## config.mk

```make
export PLATFORM = sky130hd
export DESIGN_NAME = keypad_scan
export DESIGN_NICKNAME = d
export VERILOG_FILES = /design/src/rtl/keypad_scan.sv
export SDC_FILE = /design/constraint.sdc
export NUM_CORES = 1
export LEC_CHECK = 0
export CORE_MARGIN = 4
export CORE_UTILIZATION = 49
export CTS_CLUSTER_SIZE = 8
export DETAILED_ROUTE_END_ITERATION = 8
export PLACE_DENSITY_LB_ADDON = 0.08
export SYNTH_ARGS = -nofsm -noshare
export SYNTH_HDL_FRONTEND = slang
export SYNTH_SLANG_ARGS = --single-unit
```

## constraint.sdc

```tcl
create_clock -name CLK -period 1.9 [get_ports CLK]
set_input_delay 0.285 -clock CLK [delete_from_list [all_inputs] [get_ports CLK]]
set_output_delay 0.285 -clock CLK [all_outputs]
set_load 0.05 [all_outputs]
```

## src/rtl/keypad_scan.sv

```systemverilog
// keypad_scan: 4x4 keypad column scanner with row synchronizer, press/release debounce and key decode.
// Build option: define KEYPAD_REPEAT_EN to re-pulse key_valid every REPEAT_SAMPLES samples while a key is held.
module keypad_scan #(
   parameter int SCAN_TICKS     = 100000,
   parameter int DEBOUNCE_CNT   = 8,
   parameter int REPEAT_SAMPLES = 250
) (
   input  logic       CLK,
   input  logic       RST,
   input  logic [3:0] row,
   output logic [3:0] col,
   output logic [3:0] key_code,
   output logic       key_valid,
   output logic       key_held
);
   localparam int TW = $clog2(SCAN_TICKS);
   localparam int CW = $clog2(DEBOUNCE_CNT + 1);
   localparam logic [TW-1:0] TICK_LAST = TW'(SCAN_TICKS - 1);
   localparam logic [CW-1:0] CNT_LAST  = CW'(DEBOUNCE_CNT - 1);

   generate
      if (SCAN_TICKS < 4) begin : g_bad_scan_ticks
         $error("keypad_scan: SCAN_TICKS must be >= 4");
      end
      if (DEBOUNCE_CNT < 1) begin : g_bad_debounce_cnt
         $error("keypad_scan: DEBOUNCE_CNT must be >= 1");
      end
      if (REPEAT_SAMPLES < 1) begin : g_bad_repeat_samples
         $error("keypad_scan: REPEAT_SAMPLES must be >= 1");
      end
   endgenerate

   typedef enum logic [1:0] {SCAN, DEBOUNCE, HELD} state_t;

   logic [3:0]    sync_q, rs_q;
   logic [TW-1:0] timer_q, timer_d;
   logic [1:0]    col_idx_q, col_idx_d;
   logic [3:0]    col_q;
   state_t        state_q;
   logic [1:0]    cand_row_q;
   logic [CW-1:0] match_q, rel_q;
   logic [3:0]    key_code_q;
   logic          key_valid_q, key_held_q;
`ifdef KEYPAD_REPEAT_EN
   localparam int RW = $clog2(REPEAT_SAMPLES + 1);
   localparam logic [RW-1:0] REP_LAST = RW'(REPEAT_SAMPLES - 1);
   logic [RW-1:0] rep_q;
`endif

   logic       single, idle, sample, cand_hit;
   logic [1:0] hit_row;

   function automatic logic [3:0] key_map(input logic [1:0] c, input logic [1:0] r);
      logic [3:0] k;
      k = 4'h0;
      case ({c, r})
         4'h0: k = 4'h1;
         4'h1: k = 4'h4;
         4'h2: k = 4'h7;
         4'h3: k = 4'h0;
         4'h4: k = 4'h2;
         4'h5: k = 4'h5;
         4'h6: k = 4'h8;
         4'h7: k = 4'hF;
         4'h8: k = 4'h3;
         4'h9: k = 4'h6;
         4'hA: k = 4'h9;
         4'hB: k = 4'hE;
         4'hC: k = 4'hA;
         4'hD: k = 4'hB;
         4'hE: k = 4'hC;
         4'hF: k = 4'hD;
         default: k = 4'h0;
      endcase
      return k;
   endfunction

   // A sample counts as a key only when exactly one row is pulled low.
   always_comb begin
      single  = 1'b1;
      hit_row = 2'd0;
      case (rs_q)
         4'b1110: hit_row = 2'd0;
         4'b1101: hit_row = 2'd1;
         4'b1011: hit_row = 2'd2;
         4'b0111: hit_row = 2'd3;
         default: single = 1'b0;
      endcase
   end

   assign idle      = (rs_q == 4'b1111);
   assign sample    = (timer_q == TICK_LAST);
   assign cand_hit  = single && (hit_row == cand_row_q);
   assign timer_d   = sample ? '0 : timer_q + 1'b1;
   assign col_idx_d = col_idx_q + 2'd1;

   always_ff @(posedge CLK) begin
      if (RST) begin
         sync_q      <= 4'hF;
         rs_q        <= 4'hF;
         timer_q     <= '0;
         col_idx_q   <= 2'd0;
         col_q       <= 4'b1110;
         state_q     <= SCAN;
         cand_row_q  <= 2'd0;
         match_q     <= '0;
         rel_q       <= '0;
         key_code_q  <= 4'h0;
         key_valid_q <= 1'b0;
         key_held_q  <= 1'b0;
`ifdef KEYPAD_REPEAT_EN
         rep_q       <= '0;
`endif
      end else begin
         sync_q      <= row;
         rs_q        <= sync_q;
         timer_q     <= timer_d;
         key_valid_q <= 1'b0;
         if (sample) begin
            case (state_q)
               SCAN: begin
                  if (single) begin
                     cand_row_q <= hit_row;
                     if (DEBOUNCE_CNT == 1) begin
                        key_code_q  <= key_map(col_idx_q, hit_row);
                        key_valid_q <= 1'b1;
                        key_held_q  <= 1'b1;
                        rel_q       <= '0;
`ifdef KEYPAD_REPEAT_EN
                        rep_q       <= '0;
`endif
                        state_q     <= HELD;
                     end else begin
                        match_q <= CW'(1);
                        state_q <= DEBOUNCE;
                     end
                  end else begin
                     col_idx_q <= col_idx_d;
                     col_q     <= ~(4'b0001 << col_idx_d);
                  end
               end
               DEBOUNCE: begin
                  if (cand_hit) begin
                     if (match_q == CNT_LAST) begin
                        key_code_q  <= key_map(col_idx_q, cand_row_q);
                        key_valid_q <= 1'b1;
                        key_held_q  <= 1'b1;
                        rel_q       <= '0;
`ifdef KEYPAD_REPEAT_EN
                        rep_q       <= '0;
`endif
                        state_q     <= HELD;
                     end else begin
                        match_q <= match_q + 1'b1;
                     end
                  end else begin
                     state_q   <= SCAN;
                     col_idx_q <= col_idx_d;
                     col_q     <= ~(4'b0001 << col_idx_d);
                  end
               end
               HELD: begin
                  // Column stays frozen, so another key in this column only resets the release count.
                  if (idle) begin
                     if (rel_q == CNT_LAST) begin
                        key_held_q <= 1'b0;
                        rel_q      <= '0;
                        state_q    <= SCAN;
                        col_idx_q  <= col_idx_d;
                        col_q      <= ~(4'b0001 << col_idx_d);
                     end else begin
                        rel_q <= rel_q + 1'b1;
                     end
                  end else begin
                     rel_q <= '0;
                  end
`ifdef KEYPAD_REPEAT_EN
                  if (cand_hit) begin
                     if (rep_q == REP_LAST) begin
                        key_valid_q <= 1'b1;
                        rep_q       <= '0;
                     end else begin
                        rep_q <= rep_q + 1'b1;
                     end
                  end else begin
                     rep_q <= '0;
                  end
`endif
               end
               default: state_q <= SCAN;
            endcase
         end
      end
   end

   assign col       = col_q;
   assign key_code  = key_code_q;
   assign key_valid = key_valid_q;
   assign key_held  = key_held_q;
endmodule
```

==> metrics.cfg, run 1 <==
[cts]
root_buffer = clkbuf_8
clock_latency_ns = 0.29
clockBufferDepth = 2
ctsHoldBuffers = 0
numClockSinks = 49
clk_pin_slew_ns = 0.08
cts_buffers = 5
htree_levels = 2
cts_tree = done

[floorplan]
initial_utilization_pct = 50.9
die_x_um = 78.0
die_y_um = 78.0
io_pins = 16
core-area_um2 = 4720
num_rows = 25
dieArea_um2 = 6090

[pwr]
p_seq_share_pct = 60.9
power_switching_w = 0.000379
comb_power_share_pct = 6.9
pwr_density_cell_nw_per_um2 = 567
peakVddDrop_uv = 548
switching_share_pct = 22.1
power.internal_w = 0.00134
p_total_w = 0.00172
total_leakage_power_nw = 1.15
pwr-share-clk_pct = 32.2

[placement]
post-place-ws_ns = -0.00321
portBuffers = 15
place_congestion = 0.806
post-dp-hpwl_um = 3600

[setup_path]
crit_fanout = 3
worstSetupPathType = reg2reg
cp-start-kind = register
critical_path.cell_chain = ha_1 -> and4_4 -> nand4_1 -> buf_4 -> or4_1 -> a21oi_1
r2r_start = timer_q[0]$_SDFF_PP0_
endpoint = rel_q[1]$_SDFFE_PP0P_
critPathLaunch = timer_q[0]$_SDFF_PP0_
required_ns = 2.13
crit_slowest_cell = or4_1
reg2reg_setup_slack_ns = 0.0006
critPathArrivalTime_ns = 2.13
r2r-end = rel_q[1]$_SDFFE_PP0P_
slowest_delay_ns = 0.49
worst_r2r_path_depth = 6
cp-end-kind = register

[grt]
grt_max_degree = 15
antenna_found_initial = 0
grt_pass1_wl_um = 8360
track_usage_pct = 17.0
grt_pass1_vias = 1843
overflow = 0

[synthesis]
yosysUniqueCellTypes = 47
syn_avg_cell_area_um2 = 9.24
ys_seq_area_share_pct = 40.8
synthArstFlopShare_pct = 0
synth_cells = 260
synth_flop_cell = dfxtp_1
syn-cell-area_um2 = 2400
synth_edf_count = 0
yosysWarnings = 0
ys_seq_elements = 49
synth_fp_nets = 275

[detailed_routing]
via_count = 1946
viasPerCell = 5.22
ant_nets = 0
wl_per_cell_um = 13.1
drc = 0
drt_first_pass_iters = 4
drt_iter0_drc = 135
routed_wl_um = 4890

[min_path]
hold_path.class = reg2reg
holdPathStages = 1

[timing]
fmax_ghz = 0.526
min_period_ns = 1.90
hold_violations = 0
totalNegativeSetupSlack_ns = 0
final.setup_skew_ns = 0.00623
layout_setup_ws_ns = 0.000571
rsz0062_at_grt = yes
finalCritPeriodShare_pct = 100
worst_pin_slew_ns = 0.499
setup_viol = 0
relSlewSlack_pct = 66.6
maxSlewViolCount = 0
whs_ns = 0.411

[run_status]
status = completed

[finish]
syn_to_final_growth_pct = 26.0
nNetsFinal = 322
drive_above_1_share_pct = 26.5
diodes = 0
fillCellCount = 416

[job]
max_cap_viol_count = 0

-- cell type report --
type	instances	area, µm²	area share [%]
tap	67	83.8	2.77
timing repair buffer	49	409	13.5
clock buffer	5	68.8	2.27
multi-input combinational	194	1440	47.6
clock inverter	1	5.00	0.165
inverter	8	30.0	0.992
sequential	49	990	32.7
-- routing by layer --
| metal | up-vias | part of all wire (%) | track usage [%] |
|---|---|---|---|
| met3 | 6 | 2.3 | 3.78 |
| li1 | 1018 | - | - |
| met1 | 903 | 48 | 22.8 |
| met2 | 19 | 49 | 27.6 |
| met4 | 0 | 1.1 | 4.72 |
| met5 | - | 0 | 0 |
-- power by group through the flow --
stage | Combinational, W | Sequential [W] | Clock (W)
6_report | 0.000118 | 0.00105 | 0.000552
5_1_grt | 0.000130 | 0.00105 | 0.000630
4_1_cts | 0.000106 | 0.00105 | 0.000587
3_5_place_dp | 0.000104 | 0.00107 | 0
3_3_place_gp | 0.000103 | 0.00107 | 0
2_1_floorplan | 0.0000618 | 0.00107 | 0
-- cells by family after synthesis --
kind of cell / share of synthesized area [%]
and+or+nand+nor: 28.0
DFF: 40.8
AOI/OAI and AO/OA: 11.8
xor gates and xnor gates: 6.56
buffers and inverters: 3.02
muxes: 5.21
adders and majority gates: 4.69
-- flip-flops by register name (all words and copies together) (netlist names) --
register / flops
state_q: 2
sync_q: 4
key_held: 1
rel_q: 4
match_q: 4
col: 4
col_idx_q: 2
rs_q: 4
key_code: 4
key_valid: 1
cand_row_q: 2
timer_q: 17
-- through the flow --
stage                     util (%)  std cells  area, µm²
after CTS                     61.8        371       2920
after global routing          64.1        373       3030
after detailed placement      60.0        365       2840
after floorplan                  -        260       2400
after global placement        60.0        365       2840
final                         64.1        373       3030
-- worst min-delay path by stage --
| stage | start | end | slack, ns |
|---|---|---|---|
| final | sync_q[2]$_SDFF_PP1_ | rs_q[2]$_SDFF_PP1_ | 0.41 |
| after global routing | sync_q[3]$_SDFF_PP1_ | rs_q[3]$_SDFF_PP1_ | 0.43 |
| after CTS | sync_q[1]$_SDFF_PP1_ | rs_q[1]$_SDFF_PP1_ | 0.42 |
| after detailed placement | sync_q[1]$_SDFF_PP1_ | rs_q[1]$_SDFF_PP1_ | 0.40 |
| after global placement | sync_q[1]$_SDFF_PP1_ | rs_q[1]$_SDFF_PP1_ | 0.39 |
| after floorplan | row[0] | sync_q[0]$_SDFF_PP1_ | 0.39 |
-- worst max-delay path, delay by kind of cell (launching register included) --
kind            cells  cell delay [ns]
fa+ha+maj           1             0.18
compound gates      1             0.12
flops               1             0.37
simple gates        3             0.95
buf+inv             1             0.22
-- what timing repair did --
action,4_1_cts,5_1_grt
gates resized for setup,2,24
endpoints found under the setup margin,1,17
pin swaps,0,7
buffers inserted,0,2
-- Yosys cell counts (4+ instances only) --
library cell	instances	area, µm²
a21oi_1	16	80.1
and3_1	4	25.0
and4_1	5	43.8
clkbuf_1	6	22.5
dfxtp_1	49	981
ha_1	9	113
inv_1	8	30.0
mux2i_1	8	80.1
nand2_1	13	48.8
nand3_1	10	50.1
nand3b_1	4	30.0
nand4_1	7	43.8
nor2_1	32	120
nor3_1	5	25.0
o21ai_0	10	50.1
or2_2	10	62.6
xnor2_1	6	52.6
xor2_1	12	105
-- layout by cell type (no fill, tap or decap), drive strengths merged, types with 5 or more instances in the layout --
cell type,n
dfxtp,49
buf,34
a21oi,16
nor3,5
or2,10
nand4,8
inv,8
clkbuf,5
mux2i,8
nand3,10
and4,5
and2,5
o21ai,10
xor2,12
xnor2,6
clkdlybuf4s50,15
ha,9
nor2,32
nand2,13
Note: power is estimated with default switching activity, not from simulation.
==> run 2, diff against run 1 <==
--- a/config.mk
+++ b/config.mk
@@ -6,7 +6,7 @@
 export NUM_CORES = 1
 export LEC_CHECK = 0
 export CORE_MARGIN = 4
-export CORE_UTILIZATION = 49
+export CORE_UTILIZATION = 63
 export CTS_CLUSTER_SIZE = 8
 export DETAILED_ROUTE_END_ITERATION = 8
 export PLACE_DENSITY_LB_ADDON = 0.08
==> constraint.sdc (replaced) <==
create_clock -name CLK -period 2.25 [get_ports CLK]
set_input_delay 0.3375 -clock CLK [delete_from_list [all_inputs] [get_ports CLK]]
set_output_delay 0.3375 -clock CLK [all_outputs]
set_load 0.05 [all_outputs]
==> run 2 against run 1 <==
  * Sequential power decreased by 16%
  * Setup slack improved by 0.21 ns
  * Critical endpoint is now match_q[3]$_SDFFE_PP0P_
  * Largest power group unchanged
  * Wire length decreased by 5.1%
  * Highest routed layer unchanged
  * Die area decreased by 20%
  * Register-to-register slack improved by 0.21 ns
==> metrics.cfg, run 2 (same netlist as run 1, synthesis figures left out) <==
[run_status]
status = completed

[pwr]
peakVddDrop_uv = 450
total_leakage_power_nw = 0.985
pwr_density_cell_nw_per_um2 = 546

[timing]
final.setup_skew_ns = 0.00614
setup_viol = 0
maxSlewViolCount = 0
min_period_ns = 2.04
fmax_ghz = 0.491
totalNegativeSetupSlack_ns = 0
worst_pin_slew_ns = 0.610
finalCritPeriodShare_pct = 90.5
rsz0062_at_grt = no
relSlewSlack_pct = 59.0
hold_violations = 0

[floorplan]
die_x_um = 69.8
core-area_um2 = 3660
dieArea_um2 = 4870
die_y_um = 69.8
initial_utilization_pct = 65.7
io_pins = 16
num_rows = 22

[grt]
grt_max_degree = 32
grt_pass1_vias = 1827
grt_pass1_wl_um = 8350
antenna_found_initial = 0
track_usage_pct = 20.6
overflow = 0

[setup_path]
r2r-end = match_q[3]$_SDFFE_PP0P_
critPathArrivalTime_ns = 2.27
required_ns = 2.49
crit_fanout = 7
worstSetupPathType = reg2reg
cp-start-kind = register
critPathLaunch = timer_q[0]$_SDFF_PP0_
r2r_start = timer_q[0]$_SDFF_PP0_
worst_r2r_path_depth = 7
cp-end-kind = register
reg2reg_setup_slack_ns = 0.21

[placement]
place_congestion = 0.793
dpl_cell_area_um2 = 2600
post-dp-hpwl_um = 3430
portBuffers = 15

[cts]
htree_levels = 2
root_buffer = clkbuf_8
cts-resized-gates = 0
clock_latency_ns = 0.30
cts_tree = done
clockBufferDepth = 2
clk_pin_slew_ns = 0.09
post-cts-setup-buffers = 0
numClockSinks = 49
ctsHoldBuffers = 0
cts_buffers = 5

[finish]
utilization_pct = 73.4
syn_to_final_growth_pct = 11.8
final_cell_mix = dfxtp_1 (49), nor2_1 (32), a21oi_1 (16)
fillCellCount = 293
fin_area_um2 = 2690
regMostFlops = timer_q
mostFrequentLayoutCell = dfxtp_1
largest_reg_flops = 17
drive_above_1_share_pct = 12.2
diodes = 0
nNetsFinal = 292

[detailed_routing]
via_count = 1865
m1WireLength_um = 2260
drc = 0
met3WireLength_um = 200
met2_wirelength_um = 2140
drt_first_pass_iters = 4
routed_wl_um = 4640
highest_layer = met4
viasPerCell = 5.72
ant_nets = 0
drt_iter0_drc = 116
wl_per_cell_um = 14.2

[min_path]
hold-path-endpoint = rs_q[1]$_SDFF_PP1_
hp-start = sync_q[1]$_SDFF_PP1_
holdPathStages = 1
hold_path.class = reg2reg

[job]
max_cap_viol_count = 0

==> run 2: cell count changes in the layout (fill, tap and decap cells not counted), moves of 2 or more <==
cell / delta
buf_4: -29
dfxtp_2: -4
and4_1: +2
dfxtp_1: +5
a31oi_1: +2
o2111ai_2: -2
o2111ai_1: +2
==> run 2: worst max-delay path by stage <==
| stage | slack [ns] | end |
|---|---|---|
| 3_5_place_dp | 0.23 | match_q[3]$_SDFFE_PP0P_ |
| 3_3_place_gp | 0.29 | match_q[3]$_SDFFE_PP0P_ |
| 6_report | 0.21 | match_q[3]$_SDFFE_PP0P_ |
| 2_1_floorplan | 0.28 | cand_row_q[1]$_SDFFE_PP0P_ |
| 4_1_cts | 0.20 | match_q[3]$_SDFFE_PP0P_ |
| 5_1_grt | 0.04 | match_q[3]$_SDFFE_PP0P_ |
==> run 2: metal layers <==
layer | vias up | track usage, %
met2 | 31 | 33.3
met4 | 0 | 4.04
met1 | 876 | 27.9
met3 | 4 | 5.07
met5 | - | 0
li1 | 954 | -
==> run 2: worst max-delay path, stage by stage, from the launching register on <==
cell,delay (ns)
dfxtp_1,0.36
ha_1,0.23
and4_1,0.28
nand4_1,0.25
nor2_1,0.25
o211a_1,0.22
and4_1,0.22
mux2i_1,0.17
==> run 2: cell type report <==
cell class | count | area [µm²] | share of cell area [%]
well taps | 48 | 60.1 | 2.23
repair buffers | 19 | 180 | 6.70
inverters | 8 | 30.0 | 1.12
flip-flops and latches | 49 | 981 | 36.5
clock buffers | 5 | 68.8 | 2.56
clock inverters | 3 | 17.5 | 0.652
multi-input cells | 194 | 1350 | 50.2
==> run 2: through the flow <==
step	hold WS [ns]	std cells	worst slack (ns)	total power, W
global route	0.431	326	0.0377	0.00153
detailed placement	0.395	318	0.229	0.000976
floorplan	0.389	260	0.284	0.000955
global placement	0.392	318	0.291	0.000975
CTS	0.417	326	0.205	0.00147
finish	0.413	326	0.214	0.00147
==> run 2: where the power goes <==
part / switching [W] / total, W / internal, W
clock network: 0.000295 / 0.000510 / 0.000215
registers: 0.00000958 / 0.000887 / 0.000878
logic: 0.0000397 / 0.0000697 / 0.0000300
total: 0.000344 / 0.00147 / 0.00112
